File: config.mk
export PLATFORM = sky130hd
export DESIGN_NAME = pwm_sample_scheduler
export DESIGN_NICKNAME = d
export VERILOG_FILES = /design/src/rtl/pwm_sample_scheduler.sv
export SDC_FILE = /design/constraint.sdc
export NUM_CORES = 1
export LEC_CHECK = 0
export CELL_PAD_IN_SITES_DETAIL_PLACEMENT = 1
export CELL_PAD_IN_SITES_GLOBAL_PLACEMENT = 1
export CORE_UTILIZATION = 36
export DETAILED_ROUTE_END_ITERATION = 12
export PLACE_DENSITY = 0.62
export RECOVER_POWER = 50
export SLEW_MARGIN = 0
export SYNTH_ARGS = -nofsm -noshare
export SYNTH_HDL_FRONTEND = slang
export SYNTH_SLANG_ARGS = --single-unit
File: constraint.sdc
create_clock -name clk -period 6.7 [get_ports clk]
set_input_delay 1.005 -clock clk [delete_from_list [all_inputs] [get_ports clk]]
set_output_delay 1.005 -clock clk [all_outputs]
set_load 0.1 [all_outputs]
File: src/rtl/pwm_sample_scheduler.sv
// Sample scheduler between the signal mixer and the PWM stage: buffers mixer
// samples in a small FIFO and hands exactly one sample to the PWM per period.
module pwm_sample_scheduler #(
    parameter int DEPTH       = 4,
    parameter int PRIME_LEVEL = 2,
    parameter int PERIOD      = 256
) (
    input  logic                     clk,
    input  logic                     n_rst,
    input  logic                     enable,
    input  logic [7:0]               sample_in,
    input  logic                     sample_valid,
    output logic                     sample_ready,
    output logic                     pwm_start,
    output logic [7:0]               pwm_sample,
    output logic                     period_tick,
    output logic                     underrun,
    output logic [$clog2(DEPTH):0]   fill_level
);
    localparam int AW = $clog2(DEPTH);
    localparam int CW = $clog2(PERIOD);
    localparam logic [CW-1:0] LAST_COUNT = CW'(PERIOD - 1);
    localparam logic [AW:0]   FULL_LEVEL = (AW + 1)'(DEPTH);
    localparam logic [AW:0]   PRIME_FILL = (AW + 1)'(PRIME_LEVEL);

    typedef enum logic [1:0] {IDLE, PRIME, RUN, DRAIN} state_t;

    state_t        state_q, state_d;
    logic [CW-1:0] count_q, count_d;
    logic [AW-1:0] rd_q, rd_d;
    logic [AW-1:0] wr_q, wr_d;
    logic [AW:0]   fill_q, fill_d;
    logic [7:0]    sample_q, sample_d;
    logic          tick_q, tick_d;
    logic          under_q, under_d;
    logic [7:0]    mem_q [DEPTH];

    logic          full;
    logic          push;
    logic          pop;
    logic          flush;
    logic          at_last;
    logic [AW:0]   fill_after_push;
    logic [7:0]    head;

    assign full            = (fill_q == FULL_LEVEL);
    assign at_last         = (count_q == LAST_COUNT);
    assign sample_ready    = ((state_q == PRIME) || (state_q == RUN)) && !full;
    assign push            = sample_valid && sample_ready;
    assign fill_after_push = fill_q + (AW + 1)'(push);
    // With PRIME_LEVEL of 1 the priming pop can find the FIFO empty, so the incoming sample is forwarded.
    assign head            = (fill_q == '0) ? sample_in : mem_q[rd_q];

    always_ff @(posedge clk or posedge n_rst) begin
        if (n_rst) begin
            state_q <= IDLE;
        end else begin
            state_q <= state_d;
        end
    end

    always_comb begin
        state_d = state_q;
        case (state_q)
            IDLE: begin
                if (enable) state_d = PRIME;
            end
            PRIME: begin
                if (!enable) state_d = IDLE;
                else if (fill_after_push >= PRIME_FILL) state_d = RUN;
            end
            RUN: begin
                if (!enable) state_d = DRAIN;
            end
            DRAIN: begin
                if (at_last) state_d = IDLE;
            end
            default: state_d = IDLE;
        endcase
    end

    always_comb begin
        flush    = 1'b0;
        pop      = 1'b0;
        count_d  = '0;
        sample_d = sample_q;
        case (state_q)
            IDLE: begin
                sample_d = '0;
            end
            PRIME: begin
                if (!enable) begin
                    flush = 1'b1;
                end else if (fill_after_push >= PRIME_FILL) begin
                    pop      = 1'b1;
                    sample_d = head;
                end
            end
            RUN: begin
                count_d = at_last ? '0 : count_q + 1'b1;
                if (at_last && (fill_q != '0)) begin
                    pop      = 1'b1;
                    sample_d = head;
                end
            end
            DRAIN: begin
                count_d = at_last ? '0 : count_q + 1'b1;
                if (at_last) begin
                    flush    = 1'b1;
                    sample_d = '0;
                end
            end
            default: begin
                flush = 1'b1;
            end
        endcase
    end

    // Pulse outputs are computed one edge early so they are flops aligned with the last period clock.
    always_comb begin
        if (flush) begin
            rd_d   = '0;
            wr_d   = '0;
            fill_d = '0;
        end else begin
            rd_d   = rd_q + AW'(pop);
            wr_d   = wr_q + AW'(push);
            fill_d = fill_after_push - (AW + 1)'(pop);
        end
        tick_d  = ((state_d == RUN) || (state_d == DRAIN)) && (count_d == LAST_COUNT);
        under_d = (state_d == RUN) && (count_d == LAST_COUNT) && (fill_d == '0);
    end

    always_ff @(posedge clk or posedge n_rst) begin
        if (n_rst) begin
            count_q  <= '0;
            rd_q     <= '0;
            wr_q     <= '0;
            fill_q   <= '0;
            sample_q <= '0;
            tick_q   <= 1'b0;
            under_q  <= 1'b0;
        end else begin
            count_q  <= count_d;
            rd_q     <= rd_d;
            wr_q     <= wr_d;
            fill_q   <= fill_d;
            sample_q <= sample_d;
            tick_q   <= tick_d;
            under_q  <= under_d;
        end
    end

    always_ff @(posedge clk) begin
        if (push && !flush) mem_q[wr_q] <= sample_in;
    end

    assign pwm_start   = (state_q == RUN) || (state_q == DRAIN);
    assign pwm_sample  = sample_q;
    assign period_tick = tick_q;
    assign underrun    = under_q;
    assign fill_level  = fill_q;

endmodule

==> results.yml <==
global_routing:
  grt_busiest_layer: "met2"
  grt_overflow: 0
  grt_antenna_before_repair: 0
  met2_usage: 0.2636
  grt_pass1_wl_um: 9390
  use_met1: 0.2201
  grt_start_max_net_pins: 28
  grt_pass1_vias: 1771
  use_met3: 0.05690
  grtUsageTotal: 0.1685
placed_design:
  place.gp.congestion: 0.6906
  dpl.hpwl_um: 3713
  port_buffers: 26
  dp.cells: 315
  pre_cts_ws_ns: 2.948
sta:
  rsz0062_at_grt: "false"
  whs_ns: 0.5041
  tightestPinTransition_ns: 1.563
  finalCritPeriodShare: 0.5840
  report.final.slew_viol_count: 28
  fmax_ghz: 0.2556
  max_slew_margin: -0.04202
  finalHoldViolCount: 0
  setup_violations: 0
  finClkSkew_ns: 0.007854
  fin_crit_ns: 3.913
  setup_slack_ns: 2.787
  finalSetupTns_ns: 0
cts:
  path_clk_slew_ns: 0.07
  cts.sinks: 59
  cts_max_level: 3
  clk_latency_ns: 0.34
  cts_root_buf: "clkbuf_8"
  cts_tree: "built"
  numCtsBuffers: 9
  postCtsHoldBufs: 0
  clock_path_buffers: 2
  ctsResizeCount: 0
  post_cts_buffers: 0
die:
  die_area_um2: 7823
  fp-row-count: 31
  die_w_um: 88.45
  io-pin-count: 27
  initial_core_util: 0.3709
  core_um2: 7253
  die_y_um: 88.45
job:
  cap_violations: 1
routing:
  drt.antenna.violating_nets: 0
  dr.first_iter.drc_count: 62
  routed_wl_um: 5653
  first_pass_iters: 4
  wl_per_cell_um: 17.08
  drt_drc_violations_left: 0
  vias: 1670
  vias_per_cell: 5.045
worst_setup_path:
  critPathMostFrequentCell: "inv_1"
  critPathTopFamily: "buffers and inverters"
  cpPeakStageDelay_ns: 1.02
  cp_cell_sequence: "inv_1, ha_1, nor2_1, inv_1, clkdlybuf4s50_1"
  critPathCaptureType: "primary output"
  crit_arrival_ns: 2.91
  path_max_fanout: 9
  path_buf_inv: 3
  cp-start-kind: "flip-flop"
  cpMaxStageDelayCell: "clkdlybuf4s50_1"
  required_ns: 5.69
  critical_path_class: "flip-flop to primary output"
run_status:
  outcome: "finished, violations left"
  violations: "max-capacitance violations, max-slew violations"
synth:
  synthesis.nets: 212
  yosysWarnings: 0
  syn_avg_cell_area_um2: 14.23
  ys_types: 42
  synth_seq_cells: 59
  netlist_instances: 189
  ys_seq_area_frac: 0.6084
  syn-cell-area_um2: 2690
cells_and_area:
  nFillCells: 752
  diodes: 0
  nNetsFinal: 250
  seqCellArea_um2: 1637
  multi_input_area_um2: 973.4
  layout.cells.non_filler: 331
  area_delta_synth_final_pct: 22.51
  final_common_cell: "edfxtp_1"
  drive_above_1_share: 0.1853
  final_cell_mix: "edfxtp_1 (32), dfrtp_1 (27), inv_1 (17), clkdlybuf4s50_1 (17), nor2_1 (16)"
power:
  leakagePower_nw: 1.286
  powerDensity_nw_per_um2: 479.5
  peakVddDrop_v: 0.0003269
min_path:
  min_path_type: "flip-flop to flip-flop"
-- state kept, by name, indices dropped and copies added, names as in the netlist --
| register | flops |
|---|---|
| count_q | 8 |
| fill_level | 3 |
| mem_q | 32 |
| period_tick | 1 |
| pwm_sample | 8 |
| rd_q | 2 |
| state_q | 2 |
| underrun | 1 |
| wr_q | 2 |
-- synthesized netlist by cell type --
cell type,n,area [µm²]
edfxtp_1,32,960.9
dfrtp_1,27,675.7
inv_1,17,63.81
nor2_1,15,56.30
ha_1,11,137.6
a22o_1,8,70.07
mux2_2,8,90.09
mux4_2,8,180.2
o21ai_0,5,25.02
a21oi_1,4,20.02
nand2_1,4,15.01
nor3_1,4,20.02
or3_1,4,25.02
xnor2_1,4,35.03
a31oi_1,3,18.77
nor4_1,3,18.77
xor2_1,3,26.28
a211o_1,2,17.52
and2_1,2,12.51
and3_1,2,12.51
buf_2,2,10.01
a2111oi_0,1,8.760
a221o_1,1,10.01
a221oi_4,1,26.28
a22o_2,1,10.01
a311oi_1,1,8.760
and3_2,1,7.510
clkbuf_1,1,3.750
nand3_1,1,5.000
nand3_2,1,10.01
nand3b_1,1,7.510
nand4_1,1,6.260
nand4_2,1,12.51
nor2_2,1,6.260
nor2b_1,1,6.260
nor3_2,1,10.01
nor3b_1,1,7.510
nor4b_2,1,15.01
o21ai_1,1,5.000
o21bai_1,1,7.510
o32ai_1,1,8.760
o32ai_2,1,16.27
-- worst paths after layout --
kind	from	end	slack, ns	cells after the start
worst max-delay path	state_q[0]$_DFF_PP0_	pwm_start	2.79	5
worst min-delay path	pwm_sample[2]$_DFFE_PP0P_	pwm_sample[2]$_DFFE_PP0P_	0.50	1
worst max register to register	state_q[1]$_DFF_PP0_	underrun$_DFF_PP0_	3.52	15
worst min register to register	pwm_sample[2]$_DFFE_PP0P_	pwm_sample[2]$_DFFE_PP0P_	0.50	1
max in group asynchronous	n_rst	count_q[7]$_DFF_PP0_	4.15	3
min in group asynchronous	n_rst	underrun$_DFF_PP0_	1.64	3
-- cell families after synthesis --
logic type,synth area share
flip-flops,0.6084
AND/OR/NAND/NOR,0.09442
AO/OA/AOI/OAI,0.09396
buffers and inverters,0.02884
multiplexers,0.1005
adder cells (fa/ha/maj),0.05116
XOR/XNOR,0.02279
-- per-stage QoR --
step                        util  instance area (µm²)  power (mW)
after floorplan                -                 2690       1.069
after global placement    0.4261                 3090       1.253
after detailed placement  0.4261                 3090       1.257
after CTS                 0.4552                 3302       1.607
after global routing      0.4544                 3296       1.675
final                     0.4544                 3296       1.580
-- metal layers --
layer | routed length (µm) | up-vias
li1 | - | 796
met3 | 200 | 7
met2 | 2677 | 27
met5 | 0 | -
met1 | 2705 | 840
met4 | 70 | 0
-- power by group --
| group | switching, mW | total [mW] | internal (mW) |
|---|---|---|---|
| sequential | 0.0575 | 0.509 | 0.452 |
| combinational | 0.479 | 0.730 | 0.251 |
| clock | 0.148 | 0.341 | 0.193 |
| total | 0.685 | 1.58 | 0.896 |
-- layout make-up --
cell class | count | area share
Multi-Input combinational cell | 110 | 0.2954
Tap cell | 99 | 0.03759
Inverter | 17 | 0.01936
Sequential cell | 59 | 0.4966
Clock buffer | 11 | 0.04594
Timing Repair Buffer | 30 | 0.08694
Clock inverter | 5 | 0.01822
No activity file was read; power rests on OpenSTA's default activity.
